`config.mk`:
```
export PLATFORM = sky130hd
export DESIGN_NAME = prio_req_arbiter_8_flat
export DESIGN_NICKNAME = d
export VERILOG_FILES = /design/src/rtl/prio_req_arbiter_8_if.sv /design/src/rtl/prio_req_arbiter_8.sv /design/src/flat_wrapper.sv
export SDC_FILE = /design/constraint.sdc
export NUM_CORES = 1
export LEC_CHECK = 0
export CORE_ASPECT_RATIO = 0.8
export CORE_UTILIZATION = 60
export DETAILED_ROUTE_END_ITERATION = 6
export DONT_BUFFER_PORTS = 1
export PLACE_DENSITY = 0.86
export SETUP_SLACK_MARGIN = 0.4
export SYNTH_ARGS = -nofsm -noshare
export SYNTH_HDL_FRONTEND = slang
export SYNTH_SLANG_ARGS = --single-unit
export TNS_END_PERCENT = 30
```
`constraint.sdc`:
```
create_clock -name clk -period 3.2 [get_ports clk]
set_clock_uncertainty 0.1 [all_clocks]
set_input_delay 0.64 -clock clk [delete_from_list [all_inputs] [get_ports clk]]
set_output_delay 0.64 -clock clk [all_outputs]
set_load 0.05 [all_outputs]
```
`src/rtl/prio_req_arbiter_8_if.sv`:
```
// prio_req_arbiter_8_if: request/grant bundle between 8 requesters and the arbiter.
// Signals:
//   req       [7:0] requester -> arbiter, req[i] held high while requester i wants the resource
//   gnt       [7:0] arbiter -> requesters, one-hot grant, zero when idle
//   gnt_id    [2:0] arbiter -> requesters, index of current grant, 0 when idle
//   gnt_valid       arbiter -> requesters, high while a grant is active
//   timeout         arbiter -> requesters, one-cycle pulse when a grant is revoked by timeout
// Modports: master (requester side), slave (arbiter side).
interface prio_req_arbiter_8_if;
    logic [7:0] req;
    logic [7:0] gnt;
    logic [2:0] gnt_id;
    logic       gnt_valid;
    logic       timeout;
    modport master (output req, input gnt, gnt_id, gnt_valid, timeout);
    modport slave  (input req, output gnt, gnt_id, gnt_valid, timeout);
endinterface

```
`src/rtl/prio_req_arbiter_8.sv`:
```
// prio_req_arbiter_8: 8-requester arbiter with held grants, hold timeout and registered outputs.
// Ports:
//   clk   rising-edge clock
//   rst_n synchronous active-low reset
//   bus   prio_req_arbiter_8_if.slave (req in; gnt, gnt_id, gnt_valid, timeout out)
// Parameters:
//   MAX_HOLD maximum consecutive grant cycles per holder, 0 disables the timeout
//   HOLD_W   hold counter width, MAX_HOLD < 2**HOLD_W
// Optional feature: define PRIO_ARB_ROUND_ROBIN_EN for rotating priority
// (search starts below the last granted index); undefined gives fixed priority,
// highest index wins.
module prio_req_arbiter_8 #(
    parameter int MAX_HOLD = 16,
    parameter int HOLD_W   = 8
) (
    input  logic                 clk,
    input  logic                 rst_n,
    prio_req_arbiter_8_if.slave  bus
);
    typedef enum logic {IDLE, GRANT} state_t;
    state_t            state_q;
    logic [7:0]        gnt_q;
    logic [2:0]        gnt_id_q;
    logic              gnt_valid_q;
    logic              timeout_q;
    logic [HOLD_W-1:0] hold_cnt_q;
    logic [7:0]        mask_q;
    logic [7:0]        eligible;
    logic [2:0]        pick_id;
`ifdef PRIO_ARB_ROUND_ROBIN_EN
    logic [2:0]        ptr_q;
`endif
    assign eligible = bus.req & ~mask_q;
    always_comb begin
        pick_id = '0;
`ifdef PRIO_ARB_ROUND_ROBIN_EN
        // Later iterations override earlier ones, so ptr-1 ends up with top
        // priority and the pointer itself (k=8) with the lowest.
        for (int k = 8; k >= 1; k--)
            if (eligible[3'(ptr_q - 3'(k))]) pick_id = 3'(ptr_q - 3'(k));
`else
        for (int i = 0; i < 8; i++)
            if (eligible[i]) pick_id = 3'(i);
`endif
    end
    always_ff @(posedge clk) begin
        if (!rst_n) begin
            state_q     <= IDLE;
            gnt_q       <= '0;
            gnt_id_q    <= '0;
            gnt_valid_q <= 1'b0;
            timeout_q   <= 1'b0;
            hold_cnt_q  <= '0;
            mask_q      <= '0;
`ifdef PRIO_ARB_ROUND_ROBIN_EN
            ptr_q       <= '0;
`endif
        end else begin
            timeout_q <= 1'b0;
            case (state_q)
                IDLE: begin
                    if (|eligible) begin
                        gnt_q       <= 8'(1) << pick_id;
                        gnt_id_q    <= pick_id;
                        gnt_valid_q <= 1'b1;
                        hold_cnt_q  <= HOLD_W'(1);
                        mask_q      <= '0;
                        state_q     <= GRANT;
`ifdef PRIO_ARB_ROUND_ROBIN_EN
                        ptr_q       <= pick_id;
`endif
                    end else if (|bus.req) begin
                        // Only masked requesters remain: spend one round idle.
                        mask_q <= '0;
                    end
                end
                GRANT: begin
                    // Release takes precedence over a coincident timeout.
                    if (!bus.req[gnt_id_q]) begin
                        gnt_q       <= '0;
                        gnt_id_q    <= '0;
                        gnt_valid_q <= 1'b0;
                        state_q     <= IDLE;
                    end else if (MAX_HOLD != 0 && hold_cnt_q == HOLD_W'(MAX_HOLD)) begin
                        gnt_q       <= '0;
                        gnt_id_q    <= '0;
                        gnt_valid_q <= 1'b0;
                        mask_q      <= 8'(1) << gnt_id_q;
                        timeout_q   <= 1'b1;
                        state_q     <= IDLE;
                    end else if (hold_cnt_q != '1) begin
                        hold_cnt_q <= hold_cnt_q + 1'b1;
                    end
                end
                default: state_q <= IDLE;
            endcase
        end
    end
    assign bus.gnt       = gnt_q;
    assign bus.gnt_id    = gnt_id_q;
    assign bus.gnt_valid = gnt_valid_q;
    assign bus.timeout   = timeout_q;
endmodule

```
`src/flat_wrapper.sv`:
```
// flat-port wrapper written by rule: the top's interface ports become plain ports
module prio_req_arbiter_8_flat 
#(
    parameter int MAX_HOLD = 16,
    parameter int HOLD_W   = 8
)
  (clk, rst_n, bus_req, bus_gnt, bus_gnt_id, bus_gnt_valid, bus_timeout);
  prio_req_arbiter_8_if bus_i ();
  input  logic clk;
  input  logic rst_n;
  input wire logic [$bits(bus_i.req)-1:0] bus_req;
  output wire logic [$bits(bus_i.gnt)-1:0] bus_gnt;
  output wire logic [$bits(bus_i.gnt_id)-1:0] bus_gnt_id;
  output wire logic [$bits(bus_i.gnt_valid)-1:0] bus_gnt_valid;
  output wire logic [$bits(bus_i.timeout)-1:0] bus_timeout;
  assign bus_i.req = bus_req;
  assign bus_gnt = bus_i.gnt;
  assign bus_gnt_id = bus_i.gnt_id;
  assign bus_gnt_valid = bus_i.gnt_valid;
  assign bus_timeout = bus_i.timeout;
  prio_req_arbiter_8 #(.MAX_HOLD(MAX_HOLD), .HOLD_W(HOLD_W)) u_core (.clk(clk), .rst_n(rst_n), .bus(bus_i));
endmodule
```
==> results summary, run 1 <==
The flow ran to the end, and the final reports show no timing, DRC or antenna violations. The synthesized-area fraction occupied by ao, oa, aoi and oai cells is 0.219. The count of maximum capacitance violations is 0.

In this run the post-CTS setup repair buffer count came out at 0. By startpoint and endpoint, the worst setup path is classified as reg2reg. The smallest hold slack came out at 0.327 ns. In this run, post-CTS hold repair placed 0 buffers.

The effective utilization at floorplan came out at 0.641. The analysis attributes to cell leakage a power of 0.557 nW. Clock tree synthesis selected as its root buffer the cell sky130_fd_sc_hd__clkbuf_4.

The number of routed nets with antenna violations came out at 0. The total clock sinks came out at 30. STA classifies the critical path startpoint as a flip-flop.

The busiest metal layer after global routing is met2. The maximum fanout along the worst path came out at 11. The insertion delay of the later-clocked pin in the worst-skew pair came out at 0.33 ns. The number of antenna violations at the first check in global routing is 0.

Setup violations remaining at the end of the flow were counted as 0. The Yosys step of the flow raised 0 warnings. In the final timing run, aggregate negative setup slack is 0 ns. The row count came out at 16. The count of input and output buffers is 0. The net count reported at finish came out at 190. The total congestion overflow is 0. The main combinational cell family by area after synthesis is simple AND/OR/NAND/NOR gates. The data required time of the critical path is 3.31 ns. VDD sags by at most 0.313 mV. The post-cts repair resize count is 0. The first global-routing pass estimated 5.50 mm of wire. The data arrival time at the worst-slack endpoint came out at 2.66 ns.

The fraction of final layout cells with drive strength greater than 1 came out at 0.0950. The number of slew-limit violations in the final report is 0. For the finished layout, the period the worst path requires is 2.55 ns. The routed length per placed instance came out at 16.6 µm. The synthesized area per cell is 8.77 µm². The congestion estimate from routability-driven global placement came to 0.817.

The number of ports placed on the die boundary came out at 23. The fraction of synthesis flops using an asynchronous set or reset pin came out at 0. The path class of the tightest hold or removal check is in2reg. The detailed-placement wirelength estimate came out at 2.62 mm. The core region is 2460 µm². The aggregate routed wire length came out at 3.56 mm.

The worst slew margin relative to its limit is 0.445. From synthesis to final layout, the design area changed by 2.38%. Entering global routing, the biggest net connects 28 pins. The register bit count reported by yosys came out at 30. The simple-gate portion of the synthesized area came out at 0.277. Total power for the finished layout comes to 768 µW. The cell area after technology mapping is 1580 µm². The combined global-route utilization of all metal layers is 0.272.

Counting instances, the worst hold path has a depth of 1. The first routing iteration left 114 violations. STA classifies the critical path endpoint as a flip-flop.

The clock transition time at the flip-flop clock pins of the worst setup and hold paths came out at 0.10 ns. The count of flip-flops with a built-in enable after synthesis is 0. The synthesized netlist contains 44 unique library cells. Summed over all instances, the cell type with the most area after synthesis is sky130_fd_sc_hd__dfxtp_1. The multiplexer share of the synthesized area came out at 0.0317.

Setup repair after global routing left no endpoint under its margin. The met2 global-route usage is 0.467. Of the post-synthesis cell area, the dominant cell type holds 0.380. The via total after detailed routing is 1,366. The maximum buffer depth of the clock tree came out at 2. The logic depth of the worst register-to-register path is 5. The die height is 47.9 µm. The die covers 2840 µm². Measured along the x axis, the die boundary spans 59.4 µm. The synthesized netlist cell count came out at 180. The number of levels the H-tree was split into came out at 2. The met3 global-route usage is 0.0730. The transition time of the tightest slew-check pin is 0.832 ns. The commonest cells after synthesis are sky130_fd_sc_hd__dfxtp_1, sky130_fd_sc_hd__nand2_1, sky130_fd_sc_hd__nand3_1, sky130_fd_sc_hd__nand2b_1, sky130_fd_sc_hd__inv_1.

Among all cell types in the netlist, the one instantiated most often is sky130_fd_sc_hd__dfxtp_1. The TritonCTS clock tree is built. The maximum clock frequency is 392 MHz. The sequential area share after synthesis came out at 0.380. The predominant post-synthesis flop cell is sky130_fd_sc_hd__dfxtp_1.

For this design the ratio of total power to cell area is 475 nW/µm². Of the total synthesized cell area, the portion taken by XOR and XNOR cells is 0.00555. By area the synthesized netlist is led by sky130_fd_sc_hd__dfxtp_1, sky130_fd_sc_hd__nand2_1, sky130_fd_sc_hd__nand3_1.

Before antenna repair, the detailed router went through 4 iterations. The fraction of the cycle the final worst path needs came out at 0.798. The number of remaining DRC errors came out at 0. The final-report hold violation count is 0. After detailed routing, the number of vias per cell comes to 6.35. The met1 track demand over resource came out at 0.330. The adder-cell share of the synthesized area came out at 0.0158. Counting the buffers created by CTS gives 5. The via count of the first global-routing pass is 1,218. The net count after synthesis is 192. The count of inserted antenna diode cells is 0.
## cells by family after synthesis
logic type,count (synthesis)
and+or+nand+nor,78
AOI/OAI and AO/OA,45
DFF,30
buffers and inverters,19
muxes,5
adders and majority gates,2
xor gates and xnor gates,1
## worst max-delay path, cell delays in order (launching register included)
cell and delay [ns]:
sky130_fd_sc_hd__dfxtp_1 0.88, sky130_fd_sc_hd__nor2_1 0.16, sky130_fd_sc_hd__a221oi_4 0.39, sky130_fd_sc_hd__o2111a_1 0.48, sky130_fd_sc_hd__or2_1 0.29, sky130_fd_sc_hd__o21ai_0 0.12
## sequential cells by signal (all words and copies together), names as in the netlist
register	cells
u_core.bus.gnt_valid	1
u_core.bus.gnt	8
u_core.hold_cnt_q	8
u_core.bus.gnt_id	3
u_core.bus.timeout	1
u_core.state_q	1
u_core.mask_q	8
## layout by cell type (no fill, tap or decap), types with 2 or more instances in the layout
| cell | count |
|---|---|
| sky130_fd_sc_hd__nand3_1 | 14 |
| sky130_fd_sc_hd__nand2_1 | 19 |
| sky130_fd_sc_hd__inv_1 | 8 |
| sky130_fd_sc_hd__or3_1 | 2 |
| sky130_fd_sc_hd__nand4b_1 | 4 |
| sky130_fd_sc_hd__o31ai_1 | 3 |
| sky130_fd_sc_hd__nor4_1 | 3 |
| sky130_fd_sc_hd__and3_2 | 2 |
| sky130_fd_sc_hd__a31oi_1 | 3 |
| sky130_fd_sc_hd__o21a_1 | 3 |
| sky130_fd_sc_hd__o21ai_0 | 5 |
| sky130_fd_sc_hd__nor2b_1 | 5 |
| sky130_fd_sc_hd__mux2i_1 | 5 |
| sky130_fd_sc_hd__dfxtp_1 | 30 |
| sky130_fd_sc_hd__o211ai_1 | 3 |
| sky130_fd_sc_hd__and2_1 | 2 |
| sky130_fd_sc_hd__nor2_1 | 7 |
| sky130_fd_sc_hd__o41ai_1 | 6 |
| sky130_fd_sc_hd__o31ai_2 | 2 |
| sky130_fd_sc_hd__nand2b_1 | 10 |
| sky130_fd_sc_hd__nand3_2 | 2 |
| sky130_fd_sc_hd__clkbuf_4 | 5 |
| sky130_fd_sc_hd__ha_1 | 2 |
| sky130_fd_sc_hd__a21oi_1 | 5 |
| sky130_fd_sc_hd__nand4_1 | 2 |
| sky130_fd_sc_hd__o22ai_1 | 7 |
## per-stage QoR
step,utilization,setup WS (ns),area [µm²],cells
2_1_floorplan,-,1.10,1580,180
5_1_grt,0.657,0.573,1620,215
4_1_cts,0.657,0.699,1620,215
3_3_place_gp,0.631,0.852,1550,207
3_5_place_dp,0.631,0.725,1550,207
6_report,0.657,0.648,1620,215
## worst paths after layout
path | slack [ns] | to | start
worst max-delay path | 0.65 | u_core.hold_cnt_q[3] | u_core.bus.gnt_id[2]
worst min-delay path | 0.33 | u_core.bus.gnt_id[0] | rst_n
worst max register to register | 0.65 | u_core.hold_cnt_q[3] | u_core.bus.gnt_id[2]
worst min register to register | 0.39 | u_core.mask_q[5] | u_core.mask_q[5]
## metal layers
layer / wire length [µm] / up-vias
met5: 0 / -
met2: 1680 / 49
met3: 284 / 4
met1: 1570 / 644
met4: 27 / 0
li1: - / 669
## final cells by class
class                   instances  area (µm²)
inverters                       9        33.8
multi-input cells             131         866
fillers                       244         846
clock inverters                 2        12.5
flip-flops and latches         30         601
clock buffers                   6        51.3
well taps                      36        45.0
repair buffers                  1        7.51
## power breakdown
part / switching (mW) / internal, mW / leakage (nW) / total (mW)
combinational: 0.0702 / 0.0359 / 0.279 / 0.106
clock: 0.132 / 0.105 / 0.0343 / 0.238
sequential: 0.0393 / 0.385 / 0.244 / 0.424
total: 0.242 / 0.526 / 0.557 / 0.768
Note: power is estimated with default switching activity, not from simulation.
==> inputs of run 2 (changes only) <==
Clock period 3.2 ns to 2.35 ns, I/O delays scaled along.
==> results summary, run 2 (synthesis results as in run 1) <==
For this configuration, the core starts out at a cell density of 0.641. The first-pass iteration count of the detailed router is 4. The number of fillers in the final layout is 194. Based on the critical path, the design can be clocked at up to 520 MHz. The maximum fanout along the worst path is 8.

The top cell types in the final layout, fill and taps aside, are sky130_fd_sc_hd__dfxtp_1, sky130_fd_sc_hd__nand2_1, sky130_fd_sc_hd__nand3_1. The placed instance count is 208. Across the whole layout, storage elements account for 613 µm². The detailed-placement wirelength estimate came out at 2.64 mm. Clock tree synthesis selected as its root buffer the cell sky130_fd_sc_hd__clkbuf_4. Of the cells placed in the final design, the portion with a size suffix greater than 1 is 0.210.

The most common library cell in the layout ignoring fill and taps is sky130_fd_sc_hd__dfxtp_1. The kind of cell with the highest combined delay along the critical path is compound AO/OA/AOI/OAI gates. The TritonCTS clock tree is built.

The count of input and output buffers is 0. Setup violations remaining at the end of the flow were counted as 0. The tree built by TritonCTS fans out to 30 sinks. The width of the die is 59.4 µm. Walking the worst path, the cells encountered are mux2i_4 > a221oi_4 > o2111a_2 > buf_6 > a41oi_2 > o31ai_2. The final-layout setup total negative slack is 0 ns.

The via count of the first global-routing pass is 1,208. The flow ran to the end, and the final reports show no timing, DRC or antenna violations. The combined global-route utilization of all metal layers is 0.275.

Headroom to the max-slew limit came out at 0.576. The minimum setup slack among reg-to-reg paths came out at 0.43 ns. The total congestion overflow is 0. 23 I/O pins were placed.

The smallest hold slack came out at 0.171 ns. The worst-case IR drop observed on VDD is 0.468 mV. The final-report hold violation count came out at 0.

The net count reported at finish came out at 197. The die height is 47.9 µm. In the finished design, the share of the clock period the worst path needs comes to 0.819. The finished layout cell area is 1740 µm². The multi-input combinational cell area came out at 928 µm².

The tightest min-delay check is of the in2reg type. Once placement finished, the instance area stood at 1560 µm². The number of CTS-inserted buffers came out at 5.

The worst setup path is captured at a flip-flop. The transition time of the tightest slew-check pin came out at 0.632 ns. Subtracting the final worst setup slack from the clock period gives 1.92 ns. For this run, the slowest stage of the critical path takes 0.45 ns. The pin count of the biggest net entering global routing is 28. The final standard cell count with taps included and fillers excluded is 222.

The data arrival time at the worst-slack endpoint came out at 2.07 ns. The met1 track demand over resource is 0.363. The number of remaining DRC errors is 0. Using the TritonRoute via totals, the vias-per-cell ratio works out to 6.46.

The met2 global-route usage came out at 0.422. The number of antenna violations at the first check in global routing is 0. The core box area is 2460 µm². In this run the static leakage power is 0.611 nW. The power density relative to cell area came out at 613 nW/µm². The number of routed nets with antenna violations is 0. The count of inserted antenna diode cells is 0.

The critical path is of the reg2reg type. The die covers 2840 µm². For the worst-skew pair, the clock arrives at the later sink with an insertion delay of 0.32 ns. After detailed routing, the average wire length per cell comes to 16.9 µm.

The number of buffer and inverter instances along the worst setup path is 1. The first-iteration detailed-routing DRC count came out at 119. The type of origin of the critical path is a flip-flop. The row count is 16. The routability-driven placement congestion ratio came out at 1.00. The number of slew-limit violations in the final report is 0.

The count of maximum capacitance violations is 0. The met3 global-route usage came out at 0.0811. The first global-routing pass estimated 5.59 mm of wire. The number of levels the H-tree was split into is 2. STA puts the critical path data required time at 2.50 ns. The area added between synthesis and finish came out at 10.5%. The global routing stage identified its most utilized layer as met2. The clock passes through at most 2 buffers. The clock transition time at the flip-flop clock pins of the worst setup and hold paths is 0.10 ns. Summing over every cut layer, the via total after detailed routing is 1,434. The largest individual stage delay along the critical path comes from the cell sky130_fd_sc_hd__dfxtp_4.

The aggregate routed wire length came out at 3.76 mm. Hold repair after CTS inserted 0 buffers. Setup repair after global routing could not meet its margin everywhere.
run 2: changes by cell type in the layout (fill, tap and decap cells not counted), sizes merged:
cell      change
clkinvlp      -1
buf           +7
clkbuf        +1
run 2: worst paths after layout:
| kind | start | to | cells past startpoint |
|---|---|---|---|
| max | u_core.bus.gnt_id[1] | u_core.hold_cnt_q[5] | 6 |
| min | rst_n | u_core.bus.gnt_id[0] | 1 |
| max reg2reg | u_core.bus.gnt_id[1] | u_core.hold_cnt_q[5] | 6 |
| min reg2reg | u_core.mask_q[1] | u_core.mask_q[1] | 2 |
run 2: report_power, final:
part           switching (mW)  total [mW]  internal [mW]
sequential             0.0584       0.585          0.526
combinational          0.0975       0.163         0.0651
clock                   0.177       0.322          0.145
run 2: layout make-up:
cell class                 instances  share of cell area
tap                               36              0.0258
inverter                           9              0.0194
sequential                        30               0.352
timing repair buffer               8              0.0366
clock inverter                     1             0.00287
clock buffer                       7              0.0316
multi-input combinational        131               0.532
run 2: worst register-to-register path, delay by kind of cell, from the launching register on:
family	cells	cell delay, ns
compound gates	4	0.92
buf+inv	1	0.14
flops	1	0.45
mux	1	0.23
run 2: layer usage:
metal	part of all wire	wire, µm	up-vias
met4	0.012	46	0
met3	0.10	375	6
met1	0.43	1620	668
met2	0.46	1710	76
met5	0	0	-
li1	-	-	684
run 2: what timing repair did:
item                                    4_1_cts  5_1_grt
pin swaps                                     0        5
endpoints found under the setup margin       17       24
gates resized for setup                       7       12
setup buffers                                 0        6
endpoints found under the hold margin         0        0
run 2: metrics by stage:
step / util / worst slack [ns] / total power, mW
2_1_floorplan: - / 0.443 / 0.721
3_3_place_gp: 0.635 / 0.339 / 0.727
3_5_place_dp: 0.635 / 0.205 / 0.734
4_1_cts: 0.669 / 0.405 / 1.06
5_1_grt: 0.708 / 0.347 / 1.12
6_report: 0.708 / 0.426 / 1.07
==> inputs of run 3 (changes only) <==
Clock period 2.35 ns to 1.79 ns, I/O delays scaled along.
==> results summary, run 3 (synthesis results as in run 1) <==
The clock passes through at most 2 buffers. For this run, the slowest stage of the critical path takes 0.48 ns. The routed length per placed instance is 26.4 µm.

The aggregate routed wire length is 6.47 mm. The flow ran to the end, but the final reports show violations. The detailed-placement wirelength estimate came out at 3.06 mm. For this configuration, the core starts out at a cell density of 0.641. In this run the critical register-to-register path is launched from u_core.bus.gnt_id[1].

In this run the most critical hold path is launched from rst_n. The class of the most critical setup path is reg2reg. The minimum setup slack among reg-to-reg paths is -0.20 ns. The power density relative to cell area is 726 nW/µm². The time the final worst path needs with I/O delays and setup is 1.99 ns.

The number of stages on the worst hold path is 1. The type of origin of the critical path is a flip-flop. The insertion delay of the later-clocked pin in the worst-skew pair is 0.34 ns. Overall power consumption after layout is estimated at 1.57 mW. The detailed router finished its first iteration with 360 violations. The final core area utilization came out at 0.878.

The fraction of power spent switching nets is 0.346. The TritonCTS clock tree is built. The clock transition time at the flip-flop clock pins of the worst setup and hold paths came out at 0.10 ns.

The fraction of final layout cells with drive strength greater than 1 came out at 0.464. The share of total power in the clock network is 0.269. Measured in cells, the most critical reg-to-reg path has a length of 6. The number of routed nets with antenna violations is 0. The path class of the tightest hold or removal check is in2reg.

The number of slew-limit violations in the final report is 0. Global routing finished with a remaining overflow of 0. Traced cell by cell, the critical path runs through mux2i_1 > a22oi_2 > o2111a_2 > buf_4 > nand4b_1 > o211ai_1.

The final reports fail on negative setup slack. The fraction of power consumed by sequential logic is 0.478. The cell type group with the largest total delay on the critical path is compound AO/OA/AOI/OAI gates. The pin count of the biggest net entering global routing is 28. In this run, CTS created clock tree buffers numbering 5. The H-tree was split into 2 levels. In this run the clock root is driven by a sky130_fd_sc_hd__clkbuf_4. The count of maximum capacitance violations is 0. The slowest stage of the critical path belongs to the cell sky130_fd_sc_hd__a22oi_2. Setup violations remaining at the end of the flow were counted as 28. The number of buffer and inverter instances along the worst setup path is 1. The maximum clock frequency came out at 502 MHz.

The routability-driven placement congestion ratio came out at 0.976. For this design the total switching power over the nets is 543 µW. The post-route worst setup slack came out at -0.203 ns. The internal cell power is 1.03 mW. The worst slack after detailed placement came out at -0.248 ns.

The count of inserted antenna diode cells came out at 0. The first-pass iteration count of the detailed router is 7. The data arrival time at the worst-slack endpoint is 2.15 ns. The number of ports placed on the die boundary is 23.

The die outline area came out at 2840 µm². The width of the die is 59.4 µm. The area added between synthesis and finish came out at 36.8%. The capture point of the worst reg-to-reg path is u_core.hold_cnt_q[2]. The most common library cell in the layout ignoring fill and taps is sky130_fd_sc_hd__buf_4. The via total after detailed routing is 1,831.

The number of antenna violations at the first check in global routing was 0. The die height came out at 47.9 µm. The part of the total power dissipated in combinational logic is 0.253. The total clock sinks came out at 30. For this run, design rule violations remaining after detail routing come to 0. In the final design database the tool counted 222 nets. The wire length of the first global-routing pass came out at 8.60 mm. In the finished design, the share of the clock period the worst path needs comes to 1.11. The static leakage power came out at 0.811 nW. For this run, the total global-route usage over all layers was measured as 0.432. The top cell types in the final layout, fill and taps aside, are sky130_fd_sc_hd__buf_4, sky130_fd_sc_hd__nand2_1, sky130_fd_sc_hd__dfxtp_1. The maximum fanout along the worst path is 6. The path with the worst hold slack has its endpoint at u_core.bus.gnt_id[0]. The floorplan has 16 rows.

The final-layout setup total negative slack is -2.38 ns. The core box area is 2460 µm². The count of input and output buffers is 0. The via count of the first global-routing pass came to 1,742.

The worst-case vdd ir drop is 0.664 mV. The data required time of the critical path came out at 1.94 ns. Setup repair after global routing could not meet its margin everywhere. The sort of element at the end of the critical path is a flip-flop. Using the TritonRoute via totals, the vias-per-cell ratio works out to 7.47. The final-report hold violation count came out at 0.

The transition time of the tightest slew-check pin came out at 0.605 ns. The worst pin sits at a relative slew slack of 0.595.
## run 3: cell types whose count changed in the layout (fill, tap and decap cells not counted), moves of 3 or more
cell / previous run / this run
sky130_fd_sc_hd__a21oi_1: 5 / 2
sky130_fd_sc_hd__buf_4: 7 / 22
sky130_fd_sc_hd__buf_6: 1 / 8
sky130_fd_sc_hd__dfxtp_1: 24 / 15
sky130_fd_sc_hd__dfxtp_2: 4 / 13
sky130_fd_sc_hd__o22ai_1: 7 / 3
sky130_fd_sc_hd__o22ai_2: 0 / 4
sky130_fd_sc_hd__o41ai_1: 5 / 0
sky130_fd_sc_hd__o41ai_2: 1 / 6
## run 3: what timing repair did
action,in CTS,in global routing
gates resized for setup,52,17
setup buffers,3,1
pin swaps,14,6
gates cloned,1,1
endpoints found under the setup margin,41,33
hold buffers,0,0
## run 3: power groups by stage
stage	logic (mW)	registers, mW	clock network [mW]
3_5_place_dp	0.270	0.752	0
6_report	0.397	0.750	0.423
3_3_place_gp	0.257	0.751	0
5_1_grt	0.407	0.752	0.436
4_1_cts	0.328	0.743	0.397
2_1_floorplan	0.189	0.769	0
## run 3: final cells by class
cell class | count | area [µm²]
Multi-Input combinational cell | 133 | 1140
Sequential cell | 30 | 624
Fill cell | 109 | 302
Timing Repair Buffer | 31 | 270
Clock buffer | 6 | 51.3
Tap cell | 36 | 45.0
Inverter | 9 | 33.8
## run 3: through the flow
stage | hold WS [ns] | instance area (µm²) | cells
global placement | 0.355 | 1760 | 233
global route | 0.0361 | 2160 | 245
floorplan | 0.332 | 1610 | 180
detailed placement | 0.388 | 1760 | 233
CTS | 0.0521 | 2060 | 243
finish | 0.0390 | 2160 | 245
## run 3: layer usage
layer / global-route usage / part of all wire / vias to the layer above / routed length (µm)
met3: 0.211 / 0.14 / 74 / 928
li1: - / - / 734 / -
met1: 0.475 / 0.35 / 827 / 2270
met5: 0 / 0 / - / 0
met4: 0.276 / 0.076 / 0 / 492
met2: 0.685 / 0.43 / 196 / 2780
## run 3: worst max path at each step
stage                     cells past startpoint            startpoint                   end
after global routing                          7      u_core.mask_q[5]  u_core.hold_cnt_q[6]
after detailed placement                      6  u_core.hold_cnt_q[1]      u_core.mask_q[5]
after CTS                                     7  u_core.hold_cnt_q[0]  u_core.hold_cnt_q[7]
after global placement                        6  u_core.hold_cnt_q[0]  u_core.hold_cnt_q[0]
after floorplan                               7  u_core.bus.gnt_id[1]  u_core.hold_cnt_q[1]
final                                         6  u_core.bus.gnt_id[1]  u_core.hold_cnt_q[2]
==> RTL edit 1 (flow settings as in run 3) <==
`HOLD_W` is set to 8 in 2 places; all go to 12.
--- a/src/rtl/prio_req_arbiter_8.sv
+++ b/src/rtl/prio_req_arbiter_8.sv
@@ -11,7 +11,7 @@
 // highest index wins.
 module prio_req_arbiter_8 #(
     parameter int MAX_HOLD = 16,
-    parameter int HOLD_W   = 8
+    parameter int HOLD_W   = 12
 ) (
     input  logic                 clk,
     input  logic                 rst_n,
--- a/src/flat_wrapper.sv
+++ b/src/flat_wrapper.sv
@@ -2,7 +2,7 @@
 module prio_req_arbiter_8_flat 
 #(
     parameter int MAX_HOLD = 16,
-    parameter int HOLD_W   = 8
+    parameter int HOLD_W   = 12
 )
   (clk, rst_n, bus_req, bus_gnt, bus_gnt_id, bus_gnt_valid, bus_timeout);
   prio_req_arbiter_8_if bus_i ();
Formal check against the unedited RTL: no difference found for any inputs over 10 cycles, from zero or initial values and one cycle with rst_n low; that may be too few to reach the edited logic, so the function may still have changed.
==> RTL edit 1 against run 3 <==
Combinational power rose by 11%; the flow still finishes with violations (negative setup slack); cell count rose by 27%; synthesized cell count rose by 23%; final area rose by 15%; count of clock-buffer cells in the layout did not move; routed wire length fell by 2.5%; sequential cell count rose by 4; power rose by 7.5%; setup slack got worse by 0.25 ns; area after synthesis rose by 11%.
==> RTL edit 1: results (changes against run 3) <==
final_layout:
  nets: 285  # +28%
  drive_gt1_share_pct: 42.34  # -4.1 points
  instances_no_fill: 312  # +27%
placed_design:
  place_hpwl_mm: 3.232  # +5.7%
  gp_congestion: 0.8752  # -10%
  place_inst: 295  # +27%
yosys:
  synth_seq_area_share_pct: 39.00  # +0.96 points
  syn_nets: 233  # +21%
  avgSynthCellArea_um2: 7.898  # -10%
  ys_top_cells_by_count: "dfxtp_1 (34), a21oi_1 (28), nand2_1 (22)"
power_and_ir_drop:
  leakage_nw: 0.9223  # +14%
  p_sw_mw: 0.5591  # +2.9%
  irDropWorstVdd_uv: 567.6  # -15%
drt:
  drt_pass1_iterations: 5  # -2
  vias_per_cell: 6.657  # -11%
  wire_per_inst_um: 20.23  # -23%
setup_path:
  cp_data_arrival_time_ns: 2.42  # +0.27 ns
  r2r.worst_path.cells: 11  # +5
  reg2reg_to: "u_core.bus.gnt[0]$_SDFFE_PN0P_"
  crit_start: "u_core.hold_cnt_q[1]$_SDFFE_PN0P_"
  cp_slowest_cell: "or3b_4"
global_routing:
  grt_pass1_vias: 1795  # +3.0%
  grt_start_max_net_pins: 20  # -29%
  grt_pass1_wl_mm: 8.625  # +0.24%
  grt_usage_pct: 36.89  # -6.3 points
run_status:
  status: "finished with violations"
  failed_checks: "negative setup slack"
timing:
  setup_violations: 33  # +18%
  setup_slack_ns: -0.4508  # -0.2475 ns
  worst_pin_slew_ns: 0.5265  # -0.07823 ns
cts:
  htreeDepth: 2  # unchanged
hold_path:
  min_to: "u_core.hold_cnt_q[6]$_SDFFE_PN0P_"
## RTL edit 1: routing by layer
metal | vias to the layer above | global-route usage (%) | wire length, um
met5 | - | 0 | 0
li1 | 905 | - | -
met2 | 173 | 59.16 | 2786
met4 | 0 | 14.73 | 321
met1 | 952 | 48.87 | 2408
met3 | 47 | 7.727 | 794
## RTL edit 1: repair_timing
action | in CTS | in global routing
pin swaps | 18 | 11
endpoints found under the setup margin | 47 | 43
setup buffers | 7 | 2
resized for setup | 37 | 28
## RTL edit 1: how the worst max path moves through the flow
stage                                             end  slack, ns  cells after the start
global route        u_core.hold_cnt_q[0]$_SDFFE_PN0P_      -0.49                     12
finish                 u_core.bus.gnt[0]$_SDFFE_PN0P_      -0.45                     11
global placement        u_core.mask_q[1]$_SDFFE_PN0P_      -0.31                      7
CTS                     u_core.mask_q[1]$_SDFFE_PN0P_      -0.30                      7
detailed placement      u_core.mask_q[1]$_SDFFE_PN0P_      -0.44                      7
floorplan               u_core.mask_q[5]$_SDFFE_PN0P_      -0.29                      8
## RTL edit 1: worst max-delay path: cells and delay by family, from the launching register on
kind / cells / cell delay [ns]
and+or+nand+nor: 4 / 0.83
buffers and inverters: 4 / 0.53
DFF: 1 / 0.35
AOI/OAI and AO/OA: 2 / 0.24
adders and majority gates: 1 / 0.11
## RTL edit 1: logic make-up after synthesis
| family | count (synthesis) | synth area share, % |
|---|---|---|
| XOR/XNOR | 1 | 0.5019 |
| multiplexers | 3 | 2.509 |
| buffers and inverters | 21 | 5.376 |
| flip-flops | 34 | 39.00 |
| AO/OA/AOI/OAI | 57 | 19.21 |
| AND/OR/NAND/NOR | 103 | 31.97 |
| adder cells (fa/ha/maj) | 2 | 1.433 |
## RTL edit 1: final cells by class
| cell class | instances | area [um2] |
|---|---|---|
| multi-input cells | 166 | 1156 |
| flip-flops and latches | 34 | 699.4 |
| repair buffers | 56 | 498.0 |
| fillers | 121 | 276.5 |
| well taps | 38 | 47.55 |
| clock buffers | 6 | 41.29 |
| inverters | 10 | 37.54 |
| clock inverters | 2 | 8.758 |
## RTL edit 1: power groups by stage
stage	sequential, mW	clock (mW)	combinational (mW)
floorplan	0.858	0	0.171
global placement	0.836	0	0.303
detailed placement	0.837	0	0.308
CTS	0.822	0.411	0.372
global route	0.829	0.447	0.460
finish	0.826	0.420	0.442
## RTL edit 1: metrics by stage
step / setup TNS (ns) / setup slack [ns]
finish: -10.45 / -0.4508
global route: -11.97 / -0.4884
CTS: -5.812 / -0.3034
detailed placement: -5.902 / -0.4399
global placement: -4.228 / -0.3107
floorplan: -4.540 / -0.2866
==> RTL edit 2 (settings of run 3) <==
Made on the original files. Reset style: asynchronous (`rst_n`), changed in one clocked block. Comments in the files are not updated.
--- a/src/rtl/prio_req_arbiter_8.sv
+++ b/src/rtl/prio_req_arbiter_8.sv
@@ -43,7 +43,7 @@
             if (eligible[i]) pick_id = 3'(i);
 `endif
     end
-    always_ff @(posedge clk) begin
+    always_ff @(posedge clk or negedge rst_n) begin
         if (!rst_n) begin
             state_q     <= IDLE;
             gnt_q       <= '0;
Check against the original RTL: differs if rst_n is asserted again (counterexample within 4 cycles, from zero or initial values and one cycle with rst_n low); with rst_n held inactive, the same outputs for 10 cycles.
==> RTL edit 2 against run 3 <==
The run still ends with negative setup slack left; die area rose by 5.9%; sequential cell count did not move; utilization rose by 5.1 points; sequential share of layout area rose by 3.1 points; setup slack got worse by 0.072 ns; global-route usage fell by 0.71 points; routed wire length rose by 4.8%; area after synthesis rose by 6.2%; first-iteration DRC count fell by 13%; final area rose by 9.3%.
Power is not compared: it rests on default switching activity, and its combinational part moved more than twofold at a synthesized area within 25%.
==> RTL edit 2: results (changes against run 3) <==
global_routing:
  met2_usage_pct: 61.05  # -7.5 points
  grt_start_max_net_pins: 31  # +11%
  grt_pass1_vias: 1692  # -2.9%
  grt_usage_pct: 42.50  # -0.71 points
  grt_pass1_wl_mm: 8.790  # +2.2%
  grt_util_met3_pct: 16.71  # -4.4 points
  grtUsageMet1_pct: 55.24  # +7.8 points
setup_path:
  crit_start: "u_core.hold_cnt_q[0]$_DFFE_PN0P_"
  path_max_fanout: 6  # unchanged
  ff2ff_setup_slack_ns: -0.28  # -0.07 ns
  cp_data_arrival_time_ns: 2.19  # +0.04 ns
  r2r.worst_path.cells: 9  # +3
  crit_path_end: "u_core.hold_cnt_q[4]$_DFFE_PN0P_"
  cp_slowest_cell: "dfrtp_1"
  max_stage_delay_ns: 0.40  # -0.08 ns
hold_path:
  min_path_cells: 2  # +1
  min_to: "u_core.bus.gnt[6]$_DFFE_PN0P_"
  hp-start: "bus_req[7]"
drt:
  vias_per_cell: 7.290  # -2.5%
  wirelength_met1_mm: 2.359  # +4.0%
  wl_met2_mm: 3.008  # +8.1%
  wl_met3_um: 935  # +0.75%
  first_iter_violations: 312  # -13%
  wirelength_mm: 6.781  # +4.8%
  vias: 1837  # +0.33%
placed_design:
  place_hpwl_mm: 3.267  # +6.9%
  io_buffers: 0  # unchanged
  place_inst: 224  # -3.9%
  dpl_worst_slack_ns: -0.3462  # -0.09808 ns
yosys:
  syn_inst: 163  # -9.4%
  synth_mux_area_share_pct: 7.836  # +4.7 points
  syn_nets: 175  # -8.9%
  synth_seq_area_share_pct: 44.78  # +6.7 points
  synthTopCellsByArea: "dfrtp_1 (45%), a22o_1 (4.2%), mux2i_1 (3.6%)"
  ys_types: 50  # +14%
  synth_async_sr_flop_share_pct: 100.0  # +100 points
  post-synth-top-area-cell: "dfrtp_1"
  synth_fa_ha_area_share_pct: 1.493  # -0.092 points
  synth_xor_area_share_pct: 0.5224  # -0.032 points
  synth-compound-area-share_pct: 20.22  # -1.6 points
timing:
  setup-tns-final_ns: -4.253  # -1.878 ns
  timing.hold.ws_ns: 0.2615  # +0.2224 ns
  setup_violations: 28  # unchanged
  slew_headroom_pct: 65.78  # +6.2 points
  setup_slack_ns: -0.2753  # -0.07193 ns
cts:
  cts_resized: 34  # -35%
  htreeDepth: 2  # unchanged
  postCtsHoldBufs: 2  # +2
run_status:
  status: "finished with violations"
  failed_checks: "negative setup slack"
final_layout:
  drive_gt1_share_pct: 43.06  # -3.4 points
[RTL edit 2: cell types whose count changed after synthesis, sizes merged, moves of 4 or more]
cell / run 3 / this run
nand2: 19 / 13
inv: 8 / 4
o21ai: 5 / 9
nand2b: 10 / 2
nor3: 0 / 4
o22ai: 7 / 0
nand4b: 4 / 0
o41ai: 6 / 1
dfrtp: 0 / 30
a22o: 0 / 8
o31ai: 5 / 0
nand3: 16 / 9
dfxtp: 30 / 0
[RTL edit 2: final cells by class]
cell class / instances / area (um2)
tap: 36 / 45.04
fill: 94 / 181.4
clock buffer: 6 / 51.30
inverter: 5 / 18.77
timing repair buffer: 52 / 447.9
clock inverter: 2 / 60.06
multi-input combinational: 121 / 983.4
sequential: 30 / 754.5
[RTL edit 2: worst reg2reg max path: cells and delay by family (launching register included)]
kind / cells / cell delay (ns)
simple gates: 2 / 0.41
flops: 1 / 0.40
compound gates: 3 / 0.52
buf+inv: 3 / 0.33
fa+ha+maj: 1 / 0.17
